## src/rtl/uart_pkg.sv

```systemverilog
// Shared UART definitions: receiver state encoding and baud-timing helpers.
package uart_pkg;

    typedef enum logic [2:0] {
        ST_IDLE,
        ST_START,
        ST_DATA,
        ST_STOP,
        ST_RECOVER
    } uart_state_e;

    function automatic int unsigned bit_period(input int unsigned clk_rate,
                                               input int unsigned baud_rate);
        return clk_rate / baud_rate;
    endfunction

    function automatic int unsigned half_bit(input int unsigned clk_rate,
                                             input int unsigned baud_rate);
        return bit_period(clk_rate, baud_rate) / 2;
    endfunction

endpackage

```

## src/rtl/sync_2ff.sv

```systemverilog
// Two-flop synchroniser for a single asynchronous input; reset value is parameterised.
module sync_2ff #(
    parameter logic RstVal = 1'b1
) (
    input  logic clk_i,
    input  logic rst_i,
    input  logic d_i,
    output logic q_o
);

    logic r_meta;
    logic r_sync;

    always_ff @(posedge clk_i) begin
        if (rst_i) begin
            r_meta <= RstVal;
            r_sync <= RstVal;
        end else begin
            r_meta <= d_i;
            r_sync <= r_meta;
        end
    end

    assign q_o = r_sync;

endmodule

```

## src/rtl/uart_rx.sv

```systemverilog
// UART receiver: 1 start, WordSize data bits LSB-first, 1 stop, no parity.
// Centre-samples the synchronised line and holds each word on a valid/ack register.
module uart_rx
    import uart_pkg::*;
#(
    parameter int unsigned ClkRate  = 1_152_000,
    parameter int unsigned BaudRate = 115200,
    parameter int unsigned WordSize = 8
) (
    input  logic                clk_i,
    input  logic                rst_i,
    input  logic                uart_i,
    output logic [WordSize-1:0] data_o,
    output logic                data_valid_o,
    input  logic                data_ack_i,
    output logic                frame_err_o,
    output logic                overrun_o
);

    localparam int unsigned BitPeriod = bit_period(ClkRate, BaudRate);
    localparam int unsigned HalfBit   = half_bit(ClkRate, BaudRate);
    localparam int unsigned CntW      = $clog2(BitPeriod);
    localparam int unsigned BitW      = $clog2(WordSize + 1);

    if (ClkRate < 4 * BaudRate) begin : g_rate_check
        $error("uart_rx: ClkRate must be at least 4*BaudRate");
    end

    logic                w_rx_s;
    uart_state_e         r_state;
    logic [CntW-1:0]     r_cnt;
    logic [BitW-1:0]     r_bits;
    logic [WordSize-1:0] r_shift;
    logic                r_commit;
    logic [WordSize-1:0] r_data;
    logic                r_valid;
    logic                r_frame_err;
    logic                r_overrun;

    sync_2ff #(
        .RstVal (1'b1)
    ) u_sync (
        .clk_i (clk_i),
        .rst_i (rst_i),
        .d_i   (uart_i),
        .q_o   (w_rx_s)
    );

    always_ff @(posedge clk_i) begin
        if (rst_i) begin
            r_state     <= ST_IDLE;
            r_cnt       <= '0;
            r_bits      <= '0;
            r_shift     <= '0;
            r_commit    <= 1'b0;
            r_data      <= '0;
            r_valid     <= 1'b0;
            r_frame_err <= 1'b0;
            r_overrun   <= 1'b0;
        end else begin
            r_commit    <= 1'b0;
            r_frame_err <= 1'b0;
            r_overrun   <= 1'b0;

            case (r_state)
                ST_IDLE: begin
                    r_cnt <= '0;
                    if (!w_rx_s) begin
                        r_state <= ST_START;
                    end
                end
                // Confirm the start bit at its centre; a short low glitch falls back to IDLE.
                ST_START: begin
                    if (r_cnt == CntW'(HalfBit - 1)) begin
                        r_cnt   <= '0;
                        r_bits  <= '0;
                        r_state <= w_rx_s ? ST_IDLE : ST_DATA;
                    end else begin
                        r_cnt <= r_cnt + 1'b1;
                    end
                end
                ST_DATA: begin
                    if (r_cnt == CntW'(BitPeriod - 1)) begin
                        r_cnt   <= '0;
                        r_shift <= {w_rx_s, r_shift[WordSize-1:1]};
                        r_bits  <= r_bits + 1'b1;
                        if (r_bits == BitW'(WordSize - 1)) begin
                            r_state <= ST_STOP;
                        end
                    end else begin
                        r_cnt <= r_cnt + 1'b1;
                    end
                end
                // Leave at stop-bit centre so the next start edge is seen without dead time.
                ST_STOP: begin
                    if (r_cnt == CntW'(BitPeriod - 1)) begin
                        r_cnt <= '0;
                        if (w_rx_s) begin
                            r_commit <= 1'b1;
                            r_state  <= ST_IDLE;
                        end else begin
                            r_frame_err <= 1'b1;
                            r_state     <= ST_RECOVER;
                        end
                    end else begin
                        r_cnt <= r_cnt + 1'b1;
                    end
                end
                ST_RECOVER: begin
                    r_cnt <= '0;
                    if (w_rx_s) begin
                        r_state <= ST_IDLE;
                    end
                end
                default: begin
                    r_cnt   <= '0;
                    r_state <= ST_IDLE;
                end
            endcase

            // An ack on the commit cycle frees the register for the incoming word.
            if (r_commit) begin
                if (!r_valid || data_ack_i) begin
                    r_data  <= r_shift;
                    r_valid <= 1'b1;
                end else begin
                    r_overrun <= 1'b1;
                end
            end else if (data_ack_i) begin
                r_valid <= 1'b0;
            end
        end
    end

    assign data_o       = r_data;
    assign data_valid_o = r_valid;
    assign frame_err_o  = r_frame_err;
    assign overrun_o    = r_overrun;

endmodule

```

## config.mk

```make
export PLATFORM = sky130hd
export DESIGN_NAME = uart_rx
export DESIGN_NICKNAME = d
export VERILOG_FILES = /design/src/rtl/uart_pkg.sv /design/src/rtl/sync_2ff.sv /design/src/rtl/uart_rx.sv
export SDC_FILE = /design/constraint.sdc
export NUM_CORES = 1
export LEC_CHECK = 0
export BUFFER_PORTS_ARGS = -buffer_cell sky130_fd_sc_hd__buf_2
export CAP_MARGIN = 25
export CORE_ASPECT_RATIO = 0.8
export CORE_UTILIZATION = 56
export CTS_CLUSTER_DIAMETER = 100
export DETAILED_ROUTE_END_ITERATION = 6
export PLACE_DENSITY = 0.76
export SYNTH_ARGS = -nofsm -noshare
export SYNTH_HDL_FRONTEND = slang
export SYNTH_SLANG_ARGS = --single-unit
```

## constraint.sdc

```tcl
create_clock -name clk_i -period 1.89 [get_ports clk_i]
set_input_delay 0.4725 -clock clk_i [delete_from_list [all_inputs] [get_ports clk_i]]
set_output_delay 0.4725 -clock clk_i [all_outputs]
set_load 0.01 [all_outputs]
```

**Yosys cells after proc, flatten, opt, wreduce, memory -nomap -nowiden**

Index checks and enable logic that the tools add are counted.

- Register bits after elaboration: 33
- Input bits: 4
- Output and inout bits: 11
- Logic and storage cells: 64

- $add $sub $neg: 2
- Equality and inequality tests: 14
- Muxes and demuxes: 21
- Bitwise logic cells: 3
- Reduce and logical (&&, ||, !) cells: 13

Operator list:

| operator | count |
|---|---|
| $mux W3 | 7 |
| $mux W4 | 4 |
| $pmux W4 S2 | 2 |
| $pmux W3 S5 | 1 |
| $ne A2 B2 Y1 const B | 5 |
| $add A4 B1 Y4 const B | 2 |
| $eq A4 B3 Y1 const B | 2 |
| $eq A3 B2 Y1 const B | 2 |
| $mux W1 | 6 |
| $reduce_and A2 Y1 | 3 |
| $reduce_and A6 Y1 | 1 |
| $eq A4 B4 Y1 const B | 1 |
| $ne A2 B1 Y1 const B | 2 |
| $reduce_bool A2 Y1 | 2 |
| $reduce_or A2 Y1 | 2 |
| $eq A3 B1 Y1 const B | 1 |
| $eq A3 B3 Y1 const B | 1 |
| $logic_not A3 Y1 | 1 |
| $not A1 Y1 | 3 |
| $reduce_and A3 Y1 | 1 |
| $reduce_or A3 Y1 | 1 |
| $mux W2 | 1 |
| $logic_not A1 Y1 | 1 |
| $logic_or A1 B1 Y1 | 1 |

**Depth between registers and ports, before layout**

Gate-level depths: netlist of the first run.

- Depth in word-level cells: 4
- Depth in mapped cells: 6
- Gate-level depth less buffers: 5

**Modules after synthesis**

From an unflattened synthesis of the first run, not the netlist that was laid out.

- Cells, all modules: 141
- Area, all modules: 1391.3 um2

By module, submodules not included:

| module | instances | cells each | area each (um2) | seq. area each (um2) |
|---|---|---|---|---|
| uart_rx | 1 | 137 | 1338.8 | 620.6 |
| sync_2ff | 1 | 4 | 52.6 | 40.0 |

**Least setup slack after synthesis of the first run**

Ideal clock, no wire load.

- Path kind: reg2reg
- From: reg r_cnt[0]
- To: reg r_bits[3]
- Library setup time: 0.127 ns
- Data arrival time: 1.200 ns
- Required time: 1.763 ns
- Slack: 0.563 ns
- Stages on the path, launching flop included: 6
- Path buffers: 1
- Clock period less this slack: 1.327 ns
- Cells stage by stage: dfxtp_1 > ha_1 > nand4b_2 > buf_2 > o221ai_1 > nand3_1

- Word-level cells in the longest chain between the ends: 3
- Elaborated cells on any way between the ends: 5
- Those cells by class: eq/ne: 4; reduce/logical: 1

RTL lines:

| item | RTL line | source |
|---|---|---|
| start: declaration | uart_rx.sv:31 | `logic [CntW-1:0] r_cnt;` |
| start signal: assignment | uart_rx.sv:79 | `r_cnt <= r_cnt + 1'b1;` |
| start signal: assignment | uart_rx.sv:91 | `r_cnt <= r_cnt + 1'b1;` |
| start signal: assignment | uart_rx.sv:106 | `r_cnt <= r_cnt + 1'b1;` |
| $eq A4 B4 Y1 or $eq A4 B3 Y1 (tied branches) | uart_rx.sv:83, uart_rx.sv:74 |  |
| $ne A2 B2 Y1 (no line) | - |  |
| $reduce_and A3 Y1 (no line) (*) | - |  |
| end signal: assignment | uart_rx.sv:86 | `r_bits <= r_bits + 1'b1;` |
| end: declaration | uart_rx.sv:32 | `logic [BitW-1:0] r_bits;` |

Every way passes the cells marked *; elsewhere a longest branch is shown, timed or not.
A chain may end at the register's enable or synchronous reset.

**Worst setup path after layout of the first run**

- From: reg r_cnt[0]
- To: reg r_bits[0]

The elaborated chain is that of the path after synthesis.

==> flow_metrics.tcl, run 1 <==
set metrics [dict create \
    status "finished clean" \
    switchingPower_uw 266 \
    drive_above_1_share_pct 17.3 \
    min_path_cells 2 \
    synth_fp_nets 166 \
    hp-class "in2reg" \
    r2r-end "r_bits[0]" \
    post-route-period-util_pct 84.3 \
    power-per-cell-area_nw_per_um2 810 \
    path_max_fanout 13 \
    hpwl_um 1970 \
    cts.path.max_buffers 2 \
    arrival_ps 1870 \
    rrSetupSlack_ps 300 \
    grt_usage_pct 22.2 \
    numPortBuffers 14 \
    p_clk_share_pct 42.4 \
    drc 0 \
    synthXorXnorAreaFrac_pct 1.22 \
    synth-edff-count 0 \
    utilization_pct 69.7 \
    area_growth_pct 11.5 \
    synth_compound_area_share_pct 18.7 \
    yosys.area.top_type "dfxtp_1" \
    synth-seq-cells 33 \
    synthAdderAreaFrac_pct 3.50 \
    wl_per_cell_um 13.7 \
    layout.nets 180 \
    tightestPinTransition_ps 527 \
    synth-simple-area-share_pct 24.8 \
    dieArea_um2 2760 \
    holdPathEnd "u_sync.r_meta" \
    first_pass_iters 4 \
    ys_seq_area_share_pct 46.2 \
    yosys-top-cells-area "dfxtp_1 46%, a21oi_1 6.3%, nand3_1 6.3%, o21ai_0 5.9%, ha_1 3.5%" \
    synth_cells 158 \
    overflow 0 \
    post-place-cells 199 \
    grt_antenna_before_repair 0 \
    cts_hold_buf 0 \
    cpPeakStageDelay_ps 520 \
    skew_ps 3.50 \
    initial_core_util_pct 62.5 \
    yosys.cell_count.top_type "dfxtp_1" \
    internal_power_uw 1030 \
    drt_iter0_markers 56 \
    critPathSlowestCell "or4_4" \
    ant_nets 0 \
    numClockSinks 33 \
    crit_family "simple AND/OR/NAND/NOR gates" \
    synth_top_area_share_pct 46.2 \
    fp-row-count 15 \
    slew_viol_final 0 \
    maxSlewHeadroom_pct 64.4 \
    setup_viol 0 \
    cts_setup_buffers 0 \
    synth_common_cells "33 x dfxtp_1, 18 x a21oi_1, 18 x nand3_1, 17 x o21ai_0" \
    insertion_delay_ps 330 \
    synth_cell_types 42 \
    die_w_um 58.5 \
    cts_made_buffers 5 \
    min_period_ps 1590 \
    rsz0062_at_grt "false" \
    stdcell_count 207 \
    seq_power_share_pct 54.5 \
    critPathCaptureType "flop" \
    max-vdd-ir-drop_mv 0.481 \
    clockRootBuffer "clkbuf_4" \
    grt_first_pass_wirelength_um 4370 \
    vias 1193 \
    via_per_inst 5.76 \
    worstSetupPathType "reg2reg" \
    start_kind "flop" \
    netlist_area_um2 1430 \
    reg2reg_from "r_cnt[0]" \
    worstPathCellList "ha_1, nand4b_2, or4_4, o21ai_2" \
    required_ps 2170 \
    p_comb_share_pct 3.1 \
    fin_setup_tns_ps 0 \
    final_hold_viol_count 0 \
    cts_tree "built" \
    die_y_um 47.2 \
    diodes 0 \
    maxCapViolCount 0 \
    coreArea_um2 2290 \
    max_freq_mhz 628 \
    power.leakage_uw 0.000609 \
    sw_frac_of_total_pct 20.5 \
    ys_warn_count 0 \
    ios 15 \
    first_global_vias 1001 \
    htree_levels 2 \
    synth_top_family_by_area "simple AND/OR/NAND/NOR gates" \
    ys.flop_type "dfxtp_1" \
    synth.mux.area_fraction_pct 0.699 \
    worst-path-buf-inv 0 \
    clk_pin_slew_ps 100 \
    cts_resized 0 \
    hp-start "uart_i" \
    rr_worst_depth 4 \
    gp_congestion 0.846 \
    avgSynthCellArea_um2 9.06 \
    grt_max_degree 32 \
    wl_um 2840 \
    synthArstFlopShare_pct 0 \
]
==> per-layer routing <==
| layer | track usage, % | vias up | routed length (µm) |
|---|---|---|---|
| met5 | 0 | - | 0 |
| met4 | 13.3 | 0 | 49 |
| met3 | 5.79 | 8 | 110 |
| met2 | 33.8 | 25 | 1290 |
| met1 | 29.2 | 560 | 1390 |
| li1 | - | 600 | - |
==> registers in the layout (all words and copies together) (netlist names) <==
signal,flops
r_cnt,4
r_bits,4
r_state,3
r_shift,8
u_sync.r_meta,1
frame_err_o,1
u_sync.q_o,1
r_commit,1
overrun_o,1
data_o,8
data_valid_o,1
==> power by group through the flow <==
| stage | Clock [µW] | Sequential, µW | Combinational [µW] |
|---|---|---|---|
| floorplan | 0 | 717 | 34.4 |
| global route | 586 | 706 | 43.4 |
| detailed placement | 0 | 721 | 39.5 |
| CTS | 562 | 705 | 39.6 |
| global placement | 0 | 720 | 38.1 |
| finish | 549 | 705 | 39.7 |
==> worst max path at each step <==
stage,start,endpoint,depth (start not counted)
after detailed placement,rst_i,r_bits[1],4
after global routing,r_cnt[0],r_bits[1],4
after CTS,r_cnt[0],r_bits[0],4
after global placement,r_cnt[0],r_bits[0],4
final,r_cnt[0],r_bits[0],4
after floorplan,r_cnt[0],r_bits[3],5
==> metrics by stage <==
stage / total power (µW) / setup slack (ps) / instance area (µm²) / hold WS, ps
floorplan: 752 / 563 / 1430 / 389
global placement: 758 / 371 / 1510 / 392
detailed placement: 760 / 302 / 1510 / 418
CTS: 1310 / 300 / 1600 / 313
global route: 1340 / 177 / 1600 / 309
finish: 1290 / 298 / 1600 / 318
==> cell usage in the layout (no fill, tap or decap), types with 4 or more instances in the layout <==
cell type,Yosys,final
a21oi_1,18,18
nand2_1,5,5
inv_1,4,4
o21ai_0,17,17
buf_2,1,14
nor3_1,6,6
ha_1,4,4
nand2b_1,6,6
dfxtp_1,33,33
clkbuf_4,0,5
nand3_1,18,18
==> cell families after synthesis <==
group	after synthesis
AOI/OAI and AO/OA	45
xor gates and xnor gates	2
adders and majority gates	4
buffers and inverters	14
DFF	33
muxes	1
and+or+nand+nor	59
==> final cells by class <==
| cell class | count | area, µm² |
|---|---|---|
| clock buffers | 7 | 55.1 |
| clock inverters | 1 | 30.0 |
| fillers | 202 | 693 |
| inverters | 4 | 15.0 |
| multi-input cells | 111 | 701 |
| flip-flops and latches | 33 | 661 |
| well taps | 34 | 42.5 |
| repair buffers | 17 | 92.6 |
Note: power is estimated with default switching activity, not from simulation.
==> run 2, diff against run 1 <==
--- a/config.mk
+++ b/config.mk
@@ -8,10 +8,10 @@
 export BUFFER_PORTS_ARGS = -buffer_cell sky130_fd_sc_hd__buf_2
 export CAP_MARGIN = 25
 export CORE_ASPECT_RATIO = 0.8
-export CORE_UTILIZATION = 56
+export CORE_UTILIZATION = 51
 export CTS_CLUSTER_DIAMETER = 100
 export DETAILED_ROUTE_END_ITERATION = 6
-export PLACE_DENSITY = 0.76
+export PLACE_DENSITY = 0.73
 export SYNTH_ARGS = -nofsm -noshare
 export SYNTH_HDL_FRONTEND = slang
 export SYNTH_SLANG_ARGS = --single-unit
==> constraint.sdc (replaced) <==
create_clock -name clk_i -period 1.45 [get_ports clk_i]
set_input_delay 0.3625 -clock clk_i [delete_from_list [all_inputs] [get_ports clk_i]]
set_output_delay 0.3625 -clock clk_i [all_outputs]
set_load 0.01 [all_outputs]
==> flow_metrics.tcl, run 2 (synthesized netlist as in run 1, its figures left out) <==
set metrics [dict create \
    skew_ps 9.82 \
    via_per_inst 5.68 \
    die_w_um 61.2 \
    setup_viol 0 \
    area_growth_pct 17.5 \
    coreArea_um2 2540 \
    final_common_cell "dfxtp_1" \
    maxSlewHeadroom_pct 69.5 \
    rsz0062_at_grt "true" \
    layout.nets 186 \
    ant_nets 0 \
    tightestPinTransition_ps 456 \
    clk_pin_slew_ps 100 \
    cts_hold_buf 0 \
    n_fill_cell 224 \
    power.leakage_uw 0.000660 \
    min_period_ps 1420 \
    crit_family "flip-flops" \
    die_y_um 49.4 \
    cpPeakStageDelay_ps 340 \
    drive_above_1_share_pct 22.9 \
    hp-class "in2reg" \
    max_freq_mhz 705 \
    start_kind "flop" \
    wl_per_cell_um 13.6 \
    max-vdd-ir-drop_mv 0.620 \
    gp_congestion 0.853 \
    vias 1222 \
    cts_tree "built" \
    initial_core_util_pct 56.3 \
    final_hold_viol_count 0 \
    fp-row-count 16 \
    drt_iter0_markers 124 \
    required_ps 1720 \
    fin_ws_ps 31.0 \
    post-place-cells 207 \
    numPortBuffers 14 \
    worst-path-buf-inv 1 \
    first_global_vias 1084 \
    power-per-cell-area_nw_per_um2 1010 \
    worstPathCellList "inv_1, ha_1, nand4bb_1, o22ai_4, mux2i_1" \
    final_cell_mix "32 x dfxtp_1, 18 x nand3_1, 18 x a21oi_1" \
    wl_um 2930 \
    worstSetupPathType "reg2reg" \
    cts.path.max_buffers 2 \
    place_worst_setup_slack_ps -0.339 \
    critPathCaptureType "flop" \
    stdcell_count 215 \
    htree_levels 2 \
    post-route-period-util_pct 97.9 \
    numClockSinks 33 \
    hpwl_um 1980 \
    grt_first_pass_wirelength_um 4810 \
    grt_antenna_before_repair 0 \
    clockRootBuffer "clkbuf_4" \
    cts_made_buffers 5 \
    maxCapViolCount 0 \
    arrival_ps 1690 \
    path_max_fanout 3 \
    insertion_delay_ps 330 \
    overflow 0 \
    first_pass_iters 4 \
    diodes 0 \
    status "finished clean" \
    grt_usage_pct 22.0 \
    drc 0 \
    dieArea_um2 3020 \
    slew_viol_final 0 \
    critPathSlowestCell "dfxtp_1" \
    grt_max_degree 15 \
    ios 15 \
    rrSetupSlack_ps 30 \
    fin_setup_tns_ps 0 \
]
run 2: power breakdown:
part           total, µW  switching [µW]  internal [µW]
registers            917            6.02            911
clock network        711             300            411
logic               66.7            41.0           25.7
run 2: worst paths after layout:
path / startpoint / end / cells after the start
hold reg to reg: u_sync.r_meta / u_sync.q_o / 1
hold / removal: uart_i / u_sync.r_meta / 2
setup / recovery: r_cnt[1] / r_bits[1] / 5
setup reg to reg: r_cnt[1] / r_bits[1] / 5
run 2: layer usage:
layer	track usage (%)	vias to the layer above	wire length [µm]
met1	31.0	567	1420
li1	-	608	-
met4	9.47	0	24
met3	6.37	4	183
met2	30.6	43	1300
met5	0	-	0
run 2: cell type report:
cell class                 instances  area (µm²)  area share, %
multi-input combinational        111         733           43.6
timing repair buffer              23         141           8.41
tap                               36        45.0           2.68
sequential                        33         662           39.4
inverter                           4        15.0          0.893
clock buffer                       7        55.1           3.27
clock inverter                     1        30.0           1.79
run 2: per-stage QoR:
step / area (µm²) / hold slack (ps) / power (µW) / utilization, %
2_1_floorplan: 1430 / 389 / 980 / -
3_3_place_gp: 1560 / 396 / 998 / 61.3
3_5_place_dp: 1560 / 399 / 1000 / 61.3
4_1_cts: 1650 / 199 / 1700 / 64.7
5_1_grt: 1680 / 190 / 1760 / 66.1
6_report: 1680 / 210 / 1700 / 66.1
run 2: repair_timing:
| action | 4_1_cts | 5_1_grt |
|---|---|---|
| hold endpoints to repair | 0 | 0 |
| buffers inserted | 0 | 0 |
| resized for setup | 1 | 7 |
| setup endpoints to repair | 1 | 18 |
